**src/rtl/lc3b_types.sv**
```systemverilog
// Shared LC-3b memory types and the arbiter state encoding.
package lc3b_types;

  localparam int unsigned WORD_W  = 16;
  localparam int unsigned DATA_W  = 128;
  localparam int unsigned WMASK_W = 2;

  typedef logic [WORD_W-1:0]  lc3b_word;
  typedef logic [DATA_W-1:0]  lc3b_data;
  typedef logic [WMASK_W-1:0] lc3b_mem_wmask;

  typedef enum logic [1:0] {
    IDLE    = 2'd0,
    GRANT_I = 2'd1,
    GRANT_D = 2'd2
  } arb_state_t;

  typedef enum logic {
    LAST_I = 1'b0,
    LAST_D = 1'b1
  } master_t;

  // Request fields presented on the shared memory port.
  typedef struct packed {
    lc3b_word      address;
    lc3b_word      wdata;
    lc3b_mem_wmask byte_enable;
    logic          write;
    logic          stb;
    logic          cyc;
  } mem_req_t;

endpackage

```
**src/rtl/mem_port_arbiter.sv**
```systemverilog
// Two-master (instruction/data) arbiter onto one shared memory port.
// Round-robin or fixed dmem priority on contention; grant is registered.
module mem_port_arbiter #(
  parameter int unsigned FIXED_PRIORITY = 0
) (
  input  logic         clk,
  input  logic         reset,

  input  logic [15:0]  imem_address,
  input  logic         imem_action_stb,
  input  logic         imem_action_cyc,
  output logic [127:0] imem_rdata,
  output logic         imem_resp,
  output logic         imem_retry,

  input  logic [15:0]  dmem_address,
  input  logic [15:0]  dmem_wdata,
  input  logic         dmem_action_stb,
  input  logic         dmem_action_cyc,
  input  logic         dmem_write,
  input  logic [1:0]   dmem_byte_enable,
  output logic [127:0] dmem_rdata,
  output logic         dmem_resp,
  output logic         dmem_retry,

  output logic [15:0]  mem_address,
  output logic [15:0]  mem_wdata,
  output logic [1:0]   mem_byte_enable,
  output logic         mem_write,
  output logic         mem_action_stb,
  output logic         mem_action_cyc,
  input  logic [127:0] mem_rdata,
  input  logic         mem_resp,
  input  logic         mem_retry
);
  import lc3b_types::*;

  arb_state_t state, state_next;
  master_t    last_grant, last_grant_next;
  mem_req_t   bus;
  logic       imem_req, dmem_req, dmem_wins;

  assign imem_req  = imem_action_stb & imem_action_cyc;
  assign dmem_req  = dmem_action_stb & dmem_action_cyc;
  assign dmem_wins = (FIXED_PRIORITY != 0) || (last_grant == LAST_I);

  always_ff @(posedge clk) begin
    if (reset) begin
      state      <= IDLE;
      last_grant <= LAST_I;
    end else begin
      state      <= state_next;
      last_grant <= last_grant_next;
    end
  end

  // Arbitration; a completed or retried transaction records its owner,
  // an aborted one (cyc dropped) leaves the round-robin pointer alone.
  always_comb begin
    state_next      = state;
    last_grant_next = last_grant;
    case (state)
      IDLE: begin
        if (imem_req && dmem_req) state_next = dmem_wins ? GRANT_D : GRANT_I;
        else if (dmem_req)        state_next = GRANT_D;
        else if (imem_req)        state_next = GRANT_I;
      end
      GRANT_I: begin
        if (mem_resp || mem_retry) begin
          state_next      = IDLE;
          last_grant_next = LAST_I;
        end else if (!imem_action_cyc) begin
          state_next = IDLE;
        end
      end
      GRANT_D: begin
        if (mem_resp || mem_retry) begin
          state_next      = IDLE;
          last_grant_next = LAST_D;
        end else if (!dmem_action_cyc) begin
          state_next = IDLE;
        end
      end
      default: state_next = IDLE;
    endcase
  end

  // Port mux: granted master passes straight through; reset blanks everything.
  always_comb begin
    bus        = '0;
    imem_resp  = 1'b0;
    imem_retry = 1'b0;
    dmem_resp  = 1'b0;
    dmem_retry = 1'b0;
    if (!reset) begin
      case (state)
        GRANT_I: begin
          bus = '{address: imem_address, wdata: 16'h0000, byte_enable: 2'b11,
                  write: 1'b0, stb: imem_action_stb, cyc: imem_action_cyc};
          imem_resp  = mem_resp;
          imem_retry = mem_retry & ~mem_resp;
        end
        GRANT_D: begin
          bus = '{address: dmem_address, wdata: dmem_wdata, byte_enable: dmem_byte_enable,
                  write: dmem_write, stb: dmem_action_stb, cyc: dmem_action_cyc};
          dmem_resp  = mem_resp;
          dmem_retry = mem_retry & ~mem_resp;
        end
        default: ;
      endcase
    end
  end

  assign mem_address     = bus.address;
  assign mem_wdata       = bus.wdata;
  assign mem_byte_enable = bus.byte_enable;
  assign mem_write       = bus.write;
  assign mem_action_stb  = bus.stb;
  assign mem_action_cyc  = bus.cyc;

  assign imem_rdata = mem_rdata;
  assign dmem_rdata = mem_rdata;

endmodule

```
**config.mk**
```make
export PLATFORM = sky130hd
export DESIGN_NAME = mem_port_arbiter
export DESIGN_NICKNAME = d
export VERILOG_FILES = /design/src/rtl/lc3b_types.sv /design/src/rtl/mem_port_arbiter.sv
export SDC_FILE = /design/constraint.sdc
export NUM_CORES = 1
export LEC_CHECK = 0
export CAP_MARGIN = 10
export CORE_AREA = 5 5 184 186
export CTS_BUF_LIST = sky130_fd_sc_hd__clkbuf_8 sky130_fd_sc_hd__clkbuf_16
export CTS_CLUSTER_DIAMETER = 100
export CTS_CLUSTER_SIZE = 24
export DETAILED_ROUTE_END_ITERATION = 6
export DIE_AREA = 0 0 189 191
export PLACE_DENSITY = 0.5
export SLEW_MARGIN = 5
export SYNTH_ARGS = -nofsm -noshare
export SYNTH_HDL_FRONTEND = slang
export SYNTH_SLANG_ARGS = --single-unit
```
**constraint.sdc**
```tcl
create_clock -name clk -period 2 [get_ports clk]
set_input_delay 0.3 -clock clk [delete_from_list [all_inputs] [get_ports clk]]
set_output_delay 0.3 -clock clk [all_outputs]
set_load 0.005 [all_outputs]
```
# Word level (Yosys, flattened, before mapping)
# Cells that the tools add are included.
[classes]
n_bitwise = 4
muxes = 22
n_eq_ne = 7
reduce_logical = 6
[op_table]
columns = ["op", "count"]
rows = [
  ["$pmux 37 s2", 1],
  ["$mux 37", 1],
  ["$mux 2", 8],
  ["$mux 1", 10],
  ["$ne 3x3->1 const B", 2],
  ["$pmux 2 s3", 1],
  ["$reduce_and 3->1", 2],
  ["$ne 2x2->1 const B", 2],
  ["$ne 4x4->1 const B", 1],
  ["$and 1x1->1", 3],
  ["$eq 2x1->1 const B", 1],
  ["$eq 2x2->1 const B", 1],
  ["$logic_not 2->1", 1],
  ["$pmux 1 s2", 1],
  ["$reduce_bool 2->1", 1],
  ["$logic_and 1x1->1", 1],
  ["$logic_or 1x1->1", 1],
  ["$not 1->1", 1],
]
[word_totals]
word_cells = 41
output_inout_bits = 297
inputBits = 187
reg_bits = 3

# Logic depth before layout (Yosys ltp)
[depth]
ltp_word = 5
depth_mapped = 6

# Worst setup path after synthesis
# Ideal clock, no wire load.
[synth_path]
path_type = "register -> output"
start = "register state[0]"
end = "output mem_wdata[10]"
t_required_ps = 1700
path_buffers = 1
setup_slack_ps = 560
path_stages_with_launch = 6
arrival_ps = 1140
path_cell_list = "dfxtp_1 > inv_1 > ha_1 > nor2b_2 > clkbuf_1 > and2_1"
[synth_between]
elab_chain_len = 3
elab_cells_between_ends = 4
classes_between = "eq/ne: 2; mux: 2"
[synth_lines]
columns = ["element", "line", "text"]
rows = [
  ["start, declared", "mem_port_arbiter.sv:38", "arb_state_t state, state_next;"],
  ["start signal, assigned", "mem_port_arbiter.sv:52", "state <= state_next;"],
  ["$eq 2x2->1 or $eq 2x1->1 (tied branches)", "mem_port_arbiter.sv:96", "case (state)"],
  ["$pmux 37 s2 (*)", "mem_port_arbiter.sv:96", ""],
  ["$mux 37 (*)", "mem_port_arbiter.sv:95", "if (!reset) begin"],
  ["end, declared", "mem_port_arbiter.sv:27", "output logic [15:0] mem_wdata,"],
]
# Every way passes the cells marked *; elsewhere a longest branch is shown, timed or not.

# Final worst setup path
[layout_path]
start = "input mem_retry"
end = "output dmem_retry"
[layout_between]
elab_chain_len = 3
[layout_lines]
columns = ["element", "line", "text"]
rows = [
  ["start, declared", "mem_port_arbiter.sv:34", "input logic mem_retry"],
  ["$and 1x1->1", "mem_port_arbiter.sv:107", "dmem_retry = mem_retry & ~mem_resp;"],
  ["$mux 1", "mem_port_arbiter.sv:96", ""],
  ["$mux 1", "mem_port_arbiter.sv:95", ""],
  ["end, declared", "mem_port_arbiter.sv:24", "output logic dmem_retry,"],
]
# No other way between the ends.

==> flow_summary_export.csv <==
group,metric,value,unit
logic_synthesis,synth_fp_nets,543,
layout,nets,403,
timing,period_minus_slack,1.94,ns
drt,drc,0,
grt,antenna_found_initial,1,
clock_tree,cts_buffer_depth,2,
grt,grt_pass1_vias,1654,
critical_path,worstSetupPathType,"in2out",
drt,wl_met3,3.21,mm
critical_path,start_kind,"primary input",
critical_path,worst_setup_path_end_kind,"output pin",
power_and_ir_drop,power_per_cell_area,365,mW/mm^2
clock_tree,cts_buffers,3,
logic_synthesis,yosys_most_used_dff,"dfxtp_1",
power_and_ir_drop,p_total,0.000922,W
critical_path,crit_required,1.70,ns
drt,routed_wl,11.6,mm
floorplanning,die_h,191,microns
layout,layout.cells.most_common_list,"clkdlybuf4s50_1 (59), dlygate4sd2_1 (36), nor2_1 (21)",
floorplanning,core_area,0.0321,sq mm
hold_path,hold_depth,2,
timing,slew_violations,0,
floorplanning,die_width,189,microns
drt,vias_per_cell,2.39,
layout,fin_area,0.00252,sq mm
clock_tree,cts-root-buf,"clkbuf_16",
layout,fin_util,7.86,%
timing,hold_viol,0,
clock_tree,h-tree-depth,1,
power_and_ir_drop,switchingPower,0.000291,W
run_status,status,"finished clean",
clock_tree,clk_pin_slew_worst_paths,0.03,ns
critical_path,r2r_setup_slack,0.36,ns
power_and_ir_drop,p_int,0.000631,W
timing,setup_violations,0,
logic_synthesis,syn-mean-instance-area,7.30,sq um
critical_path,worstReg2RegEnd,"state[1]",
critical_path,crit_fanout,3,
timing,clock_skew,0.00145,ns
logic_synthesis,ys_types,23,
floorplanning,io_pins,484,
hold_path,hold_end,"last_grant",
logic_synthesis,synth_seq_cells,3,
layout,drive_above_1_share,22.3,%
floorplanning,die_area,0.0361,sq mm
drt,vias,1479,
clock_tree,clock-sinks,3,
drt,dr.pass1.iters,4,
placement,placed_cell_area,0.00223,sq mm
critical_path,regToRegStartpoint,"state[1]",
power_and_ir_drop,leakagePower,0.950,nW
logic_synthesis,postSynthCellCount,352,
logic_synthesis,syn-cell-area,0.00257,sq mm
grt,track_usage,5.73,%
power_and_ir_drop,pwr-share-clk,34.7,%
logic_synthesis,yosysWarnings,0,
timing,fmax,515,MHz
logic_synthesis,yosysTopAreaCell,"buf_4",
logic_synthesis,netlist.area_leader.share,74.8,%
power_and_ir_drop,swShare,31.6,%
placement,finalWeightedCongestion,0.700,
layout,antenna_cells,0,
hold_path,min-delay-start,"last_grant",
grt,grt.overflow.total,0,
logic_synthesis,synth.area.top_cells,"buf_4 (75%), a22oi_1 (5.3%), and2_1 (4.1%), nor2_1 (3.1%), dfxtp_1 (2.3%)",
hold_path,min_path_type,"reg2reg",
power_and_ir_drop,power_frac_seq,8.6,%
drt,wl_met2,5.41,mm
critical_path,worst_r2r_path_depth,7,
timing,period_share,97.1,%
logic_synthesis,synth-edff-count,0,
grt,grt_pass1_wl,14.3,mm
clock_tree,clk_latency,0.23,ns
drt,maxUsedRoutingLayer,"met4",
placement,io_buffers,99,
drt,ant_nets,0,
logic_synthesis,yosysSeqAreaShare,2.34,%
drt,drt_iter0_markers,28,
placement,hpwl,9.86,mm
timing,rsz0062_at_grt,"true",
floorplanning,std_cell_rows,66,
job,cap_viol_max_count,0,
power_and_ir_drop,irDropWorstVdd,155,uV
critical_path,cp.arrival,1.64,ns
timing,holdWs,0.454,ns
grt,grt_max_degree,14,
power_and_ir_drop,comb_power_share,56.7,%
layout,synthToLayoutAreaGrowth,-1.75,%
layout,layout_commonest_cell,"clkdlybuf4s50_1",
floorplanning,initial_core_util,8.00,%
drt,wire_per_inst,18.7,microns
clock_tree,tritoncts,"built",
logic_synthesis,synth-async-reset-ratio,0,%
timing,slew_headroom,82.4,%
drt,detail_route.wirelength.met1,2.35,mm
timing,worstMarginPinSlew,0.260,ns
## area by class of cell
| class | instances | area [sq um] |
|---|---|---|
| Clock inverter | 1 | 3.75 |
| Clock buffer | 3 | 75.1 |
| Tap cell | 408 | 510 |
| Timing Repair Buffer | 118 | 1180 |
| Sequential cell | 3 | 65.1 |
| Fill cell | 3730 | 29600 |
| Inverter | 2 | 10.0 |
| Multi-Input combinational cell | 84 | 682 |
## metal layers
metal  vias to the layer above  track usage, %
met5                         -               0
met4                         0            2.91
met1                       553            3.51
met2                       285            9.12
met3                        70            7.54
li1                        571               -
## worst max-delay path: stages
cell	delay (ns)
clkdlybuf4s50_1	0.50
nor4bb_4	0.30
clkdlybuf4s50_1	0.54
## how the worst max path moves through the flow
| stage | startpoint | endpoint | cells past startpoint |
|---|---|---|---|
| floorplan | state[0] | mem_wdata[10] | 5 |
| global placement | reset | imem_retry | 4 |
| detailed placement | reset | mem_wdata[12] | 6 |
| CTS | state[1] | imem_resp | 5 |
| global route | mem_retry | dmem_retry | 3 |
| finish | mem_retry | dmem_retry | 3 |
## synth_stat cells, types with 2 or more instances
master / instances
inv_1: 2
clkbuf_1: 3
a21oi_1: 3
and2_1: 17
mux2i_1: 2
nand2_1: 3
nand2b_1: 3
and3b_1: 2
nor4bb_1: 2
buf_4: 256
buf_2: 3
ha_1: 4
dfxtp_1: 3
a22oi_1: 18
o21ai_0: 3
nor2_1: 21
## flip-flops by register name, indices dropped and copies added (netlist names)
| register | flops |
|---|---|
| state | 2 |
| last_grant | 1 |
## per-stage QoR
step | setup slack [ns] | std cells | setup TNS (ns)
2_1_floorplan | 0.560 | 352 | 0
3_3_place_gp | -0.113 | 609 | -1.87
3_5_place_dp | -0.122 | 609 | -2.44
4_1_cts | -0.0183 | 619 | -0.0183
5_1_grt | -0.00615 | 619 | -0.00615
6_report | 0.0586 | 619 | 0
## cells by family (layout without fill, tap and decap cells)
kind of cell | Yosys count | in the layout | share of synthesized area (%)
buffers and inverters | 265 | 124 | 76.5
and+or+nand+nor | 52 | 52 | 11.0
AOI/OAI and AO/OA | 26 | 26 | 7.40
muxes | 2 | 2 | 0.779
DFF | 3 | 3 | 2.34
adders and majority gates | 4 | 4 | 1.95
## power groups by stage
stage          registers, W  logic (W)  clock network, W
2_1_floorplan     0.0000721   0.000566                 0
3_3_place_gp      0.0000733   0.000440                 0
3_5_place_dp      0.0000735   0.000437                 0
4_1_cts           0.0000762   0.000513          0.000326
5_1_grt           0.0000804   0.000572          0.000335
6_report          0.0000794   0.000523          0.000319
## repair_timing
item / in CTS / in global routing
setup endpoints to repair: 40 / 10
buffers inserted: 4 / 0
hold endpoints to repair: 0 / 0
gates cloned: 2 / 0
hold buffers: 0 / 0
resized for setup: 69 / 18
(Power assumes the default switching activity.)
